==> config.mk <==
export PLATFORM = sky130hd
export DESIGN_NAME = controle_horner_flat
export DESIGN_NICKNAME = d
export VERILOG_FILES = /design/src/rtl/controle_horner_if.sv /design/src/rtl/controle_horner.sv /design/src/flat_wrapper.sv
export SDC_FILE = /design/constraint.sdc
export NUM_CORES = 1
export LEC_CHECK = 0
export ABC_AREA = 1
export CAP_MARGIN = 20
export CORE_AREA = 2 2 39 41
export DETAILED_ROUTE_END_ITERATION = 16
export DIE_AREA = 0 0 41 43
export HOLD_SLACK_MARGIN = 0.05
export PLACE_DENSITY_LB_ADDON = 0.08
export SLEW_MARGIN = 25
export SYNTH_ARGS = -nofsm -noshare
export SYNTH_HDL_FRONTEND = slang
export SYNTH_SLANG_ARGS = --single-unit
==> constraint.sdc <==
create_clock -name clk -period 1.4 [get_ports clk]
set_input_delay 0.28 -clock clk [delete_from_list [all_inputs] [get_ports clk]]
set_output_delay 0.28 -clock clk [all_outputs]
set_load 0.1 [all_outputs]
==> src/rtl/controle_horner_if.sv <==
// Control bus between the Horner sequencer and the polynomial datapath.
//   master : the sequencer (receives inicio, drives loads/selects/status)
//   slave  : the datapath / requester side
// Ports: inicio, LX, LS, LP, H, M_S, IDX[IDX_W-1:0], ocupado, pronto.
interface controle_horner_if #(
  parameter int unsigned IDX_W = 2
);
  logic             inicio;
  logic             LX;
  logic             LS;
  logic             LP;
  logic             H;
  logic             M_S;
  logic [IDX_W-1:0] IDX;
  logic             ocupado;
  logic             pronto;

  modport master (
    input  inicio,
    output LX, LS, LP, H, M_S, IDX, ocupado, pronto
  );

  modport slave (
    output inicio,
    input  LX, LS, LP, H, M_S, IDX, ocupado, pronto
  );
endinterface

==> src/rtl/controle_horner.sv <==
// Horner-rule sequencer for the polynomial-evaluation datapath.
// Evaluates S = (((a_N*x + a_(N-1))*x + ...)*x + a_0) over GRAU+1 coefficients,
// waiting MUL_LAT cycles per multiplication, with a start/done handshake.
// Ports:
//   clk  : clock, rising edge
//   rst  : asynchronous active-high reset
//   bus  : controle_horner_if.master
//          inicio (in)  start request, level-sensitive
//          LX/LS/LP     X, S and product register loads
//          H            multiplier enable
//          M_S          S source: 0 = coef[IDX], 1 = P + coef[IDX]
//          IDX          coefficient read address
//          ocupado      run in progress
//          pronto       result valid in S
module controle_horner #(
  parameter int unsigned GRAU    = 3,
  parameter int unsigned IDX_W   = 2,
  parameter int unsigned MUL_LAT = 1
) (
  input  logic               clk,
  input  logic               rst,
  controle_horner_if.master  bus
);

  localparam int unsigned CNT_W = (MUL_LAT + 1 > 1) ? $clog2(MUL_LAT + 1) : 1;
  localparam logic [CNT_W-1:0] CNT_LAST = CNT_W'(MUL_LAT - 1);
  localparam logic [IDX_W-1:0] IDX_TOP  = IDX_W'(GRAU);
  // LP coincides with the first MULT cycle only for a single-cycle multiplier
  localparam logic LP_ON_ENTRY = (MUL_LAT == 1);

  typedef enum logic [2:0] {
    OCIOSO  = 3'd0,
    CARGA_X = 3'd1,
    CARGA_S = 3'd2,
    MULT    = 3'd3,
    SOMA    = 3'd4,
    PRONTO  = 3'd5
  } estado_t;

  estado_t          estado;
  logic [IDX_W-1:0] idx;
  logic [CNT_W-1:0] cnt;

  logic lx_r, ls_r, lp_r, h_r, ms_r, ocupado_r, pronto_r;

  // State, counters and Moore outputs; outputs are registered from the
  // state being entered so they line up with that state's cycle.
  always_ff @(posedge clk or posedge rst) begin
    if (rst) begin
      estado    <= OCIOSO;
      idx       <= '0;
      cnt       <= '0;
      lx_r      <= 1'b0;
      ls_r      <= 1'b0;
      lp_r      <= 1'b0;
      h_r       <= 1'b0;
      ms_r      <= 1'b0;
      ocupado_r <= 1'b0;
      pronto_r  <= 1'b0;
    end else begin
      lx_r      <= 1'b0;
      ls_r      <= 1'b0;
      lp_r      <= 1'b0;
      h_r       <= 1'b0;
      ms_r      <= 1'b0;
      ocupado_r <= 1'b0;
      pronto_r  <= 1'b0;
      case (estado)
        OCIOSO: begin
          if (bus.inicio) begin
            estado    <= CARGA_X;
            idx       <= IDX_TOP;
            lx_r      <= 1'b1;
            ocupado_r <= 1'b1;
          end
        end
        CARGA_X: begin
          estado    <= CARGA_S;
          ls_r      <= 1'b1;
          ocupado_r <= 1'b1;
        end
        CARGA_S: begin
          if (GRAU == 0) begin
            estado   <= PRONTO;
            pronto_r <= 1'b1;
          end else begin
            estado    <= MULT;
            idx       <= idx - 1'b1;
            cnt       <= '0;
            h_r       <= 1'b1;
            lp_r      <= LP_ON_ENTRY;
            ocupado_r <= 1'b1;
          end
        end
        MULT: begin
          cnt       <= cnt + 1'b1;
          ocupado_r <= 1'b1;
          if (cnt == CNT_LAST) begin
            estado <= SOMA;
            ls_r   <= 1'b1;
            ms_r   <= 1'b1;
          end else begin
            h_r  <= 1'b1;
            lp_r <= (CNT_W'(cnt + 1'b1) == CNT_LAST);
          end
        end
        SOMA: begin
          if (idx == '0) begin
            estado   <= PRONTO;
            pronto_r <= 1'b1;
          end else begin
            estado    <= MULT;
            idx       <= idx - 1'b1;
            cnt       <= '0;
            h_r       <= 1'b1;
            lp_r      <= LP_ON_ENTRY;
            ocupado_r <= 1'b1;
          end
        end
        PRONTO: begin
          // Hold the result until the requester drops inicio
          if (bus.inicio) begin
            pronto_r <= 1'b1;
          end else begin
            estado <= OCIOSO;
          end
        end
        default: begin
          estado <= OCIOSO;
        end
      endcase
    end
  end

  assign bus.LX      = lx_r;
  assign bus.LS      = ls_r;
  assign bus.LP      = lp_r;
  assign bus.H       = h_r;
  assign bus.M_S     = ms_r;
  assign bus.IDX     = idx;
  assign bus.ocupado = ocupado_r;
  assign bus.pronto  = pronto_r;

endmodule
==> src/flat_wrapper.sv <==
// flat-port wrapper written by rule: the top's interface ports become plain ports
module controle_horner_flat 
#(
  parameter int unsigned GRAU    = 3,
  parameter int unsigned IDX_W   = 2,
  parameter int unsigned MUL_LAT = 1
)
  (clk, rst, bus_inicio, bus_LX, bus_LS, bus_LP, bus_H, bus_M_S, bus_IDX, bus_ocupado, bus_pronto);
  controle_horner_if #(.IDX_W(IDX_W)) bus_i ();
  input  logic clk;
  input  logic rst;
  input wire logic [$bits(bus_i.inicio)-1:0] bus_inicio;
  output wire logic [$bits(bus_i.LX)-1:0] bus_LX;
  output wire logic [$bits(bus_i.LS)-1:0] bus_LS;
  output wire logic [$bits(bus_i.LP)-1:0] bus_LP;
  output wire logic [$bits(bus_i.H)-1:0] bus_H;
  output wire logic [$bits(bus_i.M_S)-1:0] bus_M_S;
  output wire logic [$bits(bus_i.IDX)-1:0] bus_IDX;
  output wire logic [$bits(bus_i.ocupado)-1:0] bus_ocupado;
  output wire logic [$bits(bus_i.pronto)-1:0] bus_pronto;
  assign bus_i.inicio = bus_inicio;
  assign bus_LX = bus_i.LX;
  assign bus_LS = bus_i.LS;
  assign bus_LP = bus_i.LP;
  assign bus_H = bus_i.H;
  assign bus_M_S = bus_i.M_S;
  assign bus_IDX = bus_i.IDX;
  assign bus_ocupado = bus_i.ocupado;
  assign bus_pronto = bus_i.pronto;
  controle_horner #(.GRAU(GRAU), .IDX_W(IDX_W), .MUL_LAT(MUL_LAT)) u_core (.clk(clk), .rst(rst), .bus(bus_i));
endmodule
==> metrics.md, run 1 <==
| Metric | Value |
|---|---|
| Status | finished clean |
| Hold Path Class | primary input to async pin |
| Top-area cell type share of the netlist area | a little over half |
| Via-to-Cell Ratio | 4.882 |
| Port bufs | 11 |
| Inserted Clock Buffers | 3 |
| Iteration-0 DRC Markers | 4 |
| Vias in the first global route | 458 |
| Minimum clock period | 1.196 ns |
| First-pass GRT wire length | 1.869 mm |
| Net count, final | 82 |
| Worst Path Required | ~1.6 ns |
| Post-CTS Hold Buffers | 0 |
| Max-slew headroom | 69.47% |
| Layout cell share with drive strength beyond 1 | 31.17% |
| Hold Violations, Final | 0 |
| Core Region | 1384 sq um |
| RSZ-0062 raised after global routing | false |
| Critical Path Fanout Max | 7 |
| Actual slew at the worst max-slew pin | roughly 0.46 ns |
| Syn_nets | 67 |
| Synthesis-stage register bit count | 12 |
| Distinct cells, synth | 18 |
| Fillers | 120 |
| Die area | 1763 sq um |
| Post-Route Setup TNS | 0 ns |
| Ports | 12 |
| DR vias | 454 |
| DR pass1 iterations | 2 |
| CTS sink count | 12 |
| Placed Instance Area | 780.7 sq um |
| Setup violations, final | 0 |
| All-layer global routing usage | roughly 17% |
| WL final | 1.067 mm |
| Period utilization | a little under nine tenths |
| ANT cells | 0 |
| H-Tree Depth | 1 |
| Post-DRT Antenna Nets | 0 |
| Die Y | 43 microns |
| Fin cells | 93 |
| Synth Warn # | 0 |
| Fmax | 0.8362 GHz |
| CP Capture Type | flop |
| Startpoint types | flop |
| WP data arrival | 1.36 ns |
| Remaining DRCs | 0 |
| Final HPWL DP | 829.1 microns |
| Worst Setup Path Type | flop to flop |
| Post-cts resize count | 0 |
| Largest net degree at the start of global routing | 13 |
| CTS Buffer Depth | 2 |
| Root Buffer Master | clkbuf_4 |
| Mapped Cells | 63 |
| GPL Wtd Cong | 0.8523 |
| MaxCap Viol Count | 0 |
| Initial antenna violation count | 0 |
| Initial core utilization | approximately two fifths |
| Seq/Total Area, Yosys | 53.22% |
| Post-CTS Setup Bufs | 0 |
| Worst Clk Skew | roughly 0.009 ns |
| Global route overflow | 0 |
| Clock Latency Late Sink | ~0.28 ns |
| Dpl ws | 0.1051 ns |
| Post-route cell area | around 820 sq um |
| Final setup margin | 0.2041 ns |
| Largest area contributor in the netlist | dfrtp_1 |
| Reg2reg path depth | 6 |
| Placed cells | slightly below 90 |
| Synth-to-layout area growth | 44.79% |
| Largest cells by area after synthesis | dfrtp_1 53%, nand2_1 11%, nand3_1 6.2% |
| Average wire per standard cell | 11.47 microns |
| Die Width | just over 40 microns |
| Pins Over Slew Limit | 0 |
| TritonCTS clock tree | built |
| Syn_area_per_cell | 8.957 sq um |
| Site row count | 14 |
| CTS clk-pin slew, worst paths | ~0.08 ns |
| Cell Area, Synth | 564.3 sq um |
-- stage by stage --
step | utilization (%) | hold slack (ns)
finish | 59.04 | 0.3003
global route | 59.04 | 0.3637
CTS | 59.04 | 0.3208
detailed placement | 56.42 | 0.5068
global placement | 56.42 | 0.4974
floorplan | - | 0.1445
-- area by class of cell --
cell class | instances | area, sq um | area share [%]
flip-flops and latches | 12 | 304.0 | 37.21
repair buffers | 11 | 200.2 | 24.50
well taps | 16 | 20.02 | 2.450
multi-input cells | 41 | 222.7 | 27.26
clock buffers | 4 | 36.28 | 4.441
inverters | 9 | 33.78 | 4.135
-- cell usage after synthesis (all sizes together) --
cell type  number
nand3           8
o21a            1
nand2          17
ha              1
inv             9
o21ai           2
buf             1
nand3b          3
nand4           3
dfrtp          12
a21oi           1
nor2            5
-- cell usage in the layout (no fill, tap or decap) --
cell type        Yosys  routed
nor2_4               1       1
o21a_1               1       1
inv_1                7       7
clkbuf_4             0       3
nand2_2              1       1
nand3_2              1       1
nand2_1             16      16
nand4_1              3       3
dfrtp_1             12       9
clkbuf_8             0       1
o21ai_1              2       2
inv_2                2       2
nand3b_2             1       1
ha_1                 1       1
nand3_1              7       7
buf_12               0       9
nand3b_1             2       2
clkdlybuf4s50_1      0       2
nor2_2               2       2
a21oi_1              1       1
nor2_1               2       2
dfrtp_2              0       3
-- cell families (layout without fill, tap and decap cells) --
logic type | count (synthesis) | count (layout) | share of synthesized area (%)
AOI/OAI and AO/OA | 4 | 4 | 3.991
adders and majority gates | 1 | 1 | 2.217
buffers and inverters | 10 | 24 | 7.319
DFF | 12 | 12 | 53.22
and+or+nand+nor | 36 | 36 | 33.26
-- worst max-delay path, cell delays in order (launching register included) --
cell and delay (ns):
dfrtp_1 0.48, nor2_4 0.22, nand2_1 0.07, nor2_1 0.14
nor2_2 0.07, nand2_1 0.05, nand2_1 0.05
-- final timing paths --
path,startpoint,end,slack (ns)
max,u_core.estado[0],u_core.bus.IDX[1],0.20
min,rst,u_core.estado[1],0.30
max reg2reg,u_core.estado[0],u_core.bus.IDX[1],0.20
min reg2reg,u_core.cnt,u_core.bus.M_S,0.53
max in group asynchronous,rst,u_core.bus.IDX[1],0.75
min in group clk,u_core.cnt,u_core.bus.M_S,0.53
-- registers in the layout (all words and copies together) (netlist names) --
name and count:
u_core.cnt 1, u_core.bus.ocupado 1, u_core.bus.LS 1, u_core.bus.M_S 1, u_core.estado 3, u_core.bus.H 1, u_core.bus.IDX 2, u_core.bus.pronto 1
u_core.bus.LX 1
-- routing by layer --
layer	global-route usage (%)	wire length, microns	vias to the layer above
met5	0	0	-
met4	14.00	45	0
met3	3.665	50	5
met2	26.25	551	12
met1	17.35	419	207
li1	-	-	230
Power of run 1 is left out: the tool's default activity adds up to more than one toggle a clock period on the data nets, which glitch-free logic cannot reach.
==> inputs of run 2 (changes only) <==
Settings changed: GPL_TIMING_DRIVEN set to 0.
==> metrics.md, run 2 (synthesis results as in run 1) <==
| Metric | Value |
|---|---|
| Post-DRT Antenna Nets | 0 |
| Max-slew headroom | about two thirds |
| Worst Setup Path Type | flop to output port |
| Iteration-0 DRC Markers | 10 |
| Max stage delay on crit path | between 0.4 and 0.5 ns |
| Final HPWL DP | 718.6 microns |
| Core Region | 1384 sq um |
| CP Capture Type | output port |
| Critical Path, Cell by Cell | buf_2 |
| Initial antenna violation count | 0 |
| Fmax | 0.7419 GHz |
| Slowest-stage cell, CP | buf_2 |
| Die area | 1763 sq um |
| Worst Clk Skew | 0.008161 ns |
| Die Y | 43 microns |
| DR vias | 466 |
| Actual slew at the worst max-slew pin | 0.4859 ns |
| WL final | 943 microns |
| Clock Latency Late Sink | around 0.28 ns |
| Vias in the first global route | 371 |
| Ports | 12 |
| Period utilization | 96.27% |
| Net count, final | 83 |
| Commonest non-fill, non-tap cells in the layout | 16 x nand2_1, 9 x dfrtp_1, 7 x inv_1, 7 x nand3_1, 7 x buf_2 |
| DR pass1 iterations | 4 |
| CTS sink count | 12 |
| Root Buffer Master | clkbuf_4 |
| Setup violations, final | 0 |
| Status | finished clean |
| CTS clk-pin slew, worst paths | 0.08 ns |
| Initial core utilization | 40.78% |
| Site row count | 14 |
| Largest net degree at the start of global routing | 13 |
| All-layer global routing usage | a little over an eighth |
| Post-CTS Hold Buffers | 0 |
| Inserted Clock Buffers | 3 |
| Port bufs | 11 |
| ANT cells | 0 |
| Via-to-Cell Ratio | 4.957 |
| Hold Path Class | primary input to async pin |
| WP data arrival | 1.07 ns |
| Die Width | 41 microns |
| Buf/Inv on CP | 1 |
| Pins Over Slew Limit | 0 |
| Post-CTS Setup Bufs | 0 |
| TritonCTS clock tree | built |
| Reg area | 304.0 sq um |
| Post-cts resize count | 46 |
| Worst Path Required | 1.12 ns |
| First-pass GRT wire length | 1.518 mm |
| Startpoint types | flop |
| Minimum clock period | 1.348 ns |
| Remaining DRCs | 0 |
| Synth-to-layout area growth | 23.06% |
| H-Tree Depth | 1 |
| Most common cell after layout, fill and taps aside | nand2_1 |
| Hold Violations, Final | 0 |
| Fillers | 148 |
| Most flops, register | u_core.estado |
| Critical Path Fanout Max | 3 |
| Multi-input logic area | ~220 sq um |
| WHS | 0.3002 ns |
| CP delay by family, top | buffers and inverters |
| MaxCap Viol Count | 0 |
| Max reg flops | 3 |
| RSZ-0062 raised after global routing | false |
| GPL Wtd Cong | 0.8478 |
| Average wire per standard cell | 10.03 microns |
| Layout cell share with drive strength beyond 1 | roughly 32% |
| Global route overflow | 0 |
| CTS Buffer Depth | 2 |
## run 2: cell types whose count changed in the layout (fill, tap and decap cells not counted)
| cell | before | now |
|---|---|---|
| buf_4 | 0 | 2 |
| buf_12 | 9 | 0 |
| clkbuf_4 | 3 | 4 |
| buf_2 | 0 | 7 |
## run 2: worst paths after layout
check	from	endpoint	slack, ns	cells past startpoint
worst max-delay path	u_core.bus.IDX[1]	bus_IDX[1]	0.05	1
worst min-delay path	rst	u_core.bus.LX	0.30	2
worst max register to register	u_core.bus.IDX[0]	u_core.cnt	0.22	5
worst min register to register	u_core.bus.IDX[1]	u_core.bus.IDX[1]	0.50	2
max in group asynchronous	rst	u_core.bus.H	0.77	2
min in group clk	u_core.bus.IDX[1]	u_core.bus.IDX[1]	0.50	2
## run 2: layer usage
layer	vias up	track usage [%]	wire length, microns
met5	-	0	0
met4	0	12.00	21
met3	2	3.141	55
met2	14	19.69	464
met1	218	15.99	401
li1	232	-	-
## run 2: final cells by class
class | count | share of cell area, %
Sequential cell | 12 | 43.78
Clock buffer | 4 | 5.225
Inverter | 9 | 4.865
Multi-Input combinational cell | 41 | 32.07
Timing Repair Buffer | 11 | 10.09
Buffer | 1 | 1.081
Tap cell | 16 | 2.883
## run 2: stage by stage
step / worst slack (ns) / instances / cell area [sq um] / TNS [ns] / util (%)
after detailed placement: -0.4181 / 90 / 698.2 / -3.017 / 50.45
after CTS: 0.02156 / 94 / 691.9 / 0 / 50.00
after global routing: 0.01639 / 94 / 694.4 / 0 / 50.18
after floorplan: -0.05863 / 63 / 568.0 / -0.05863 / -
final: 0.05216 / 94 / 694.4 / 0 / 50.18
after global placement: -0.4125 / 90 / 698.2 / -2.965 / 50.45
Power of run 2 is left out for the same reason.
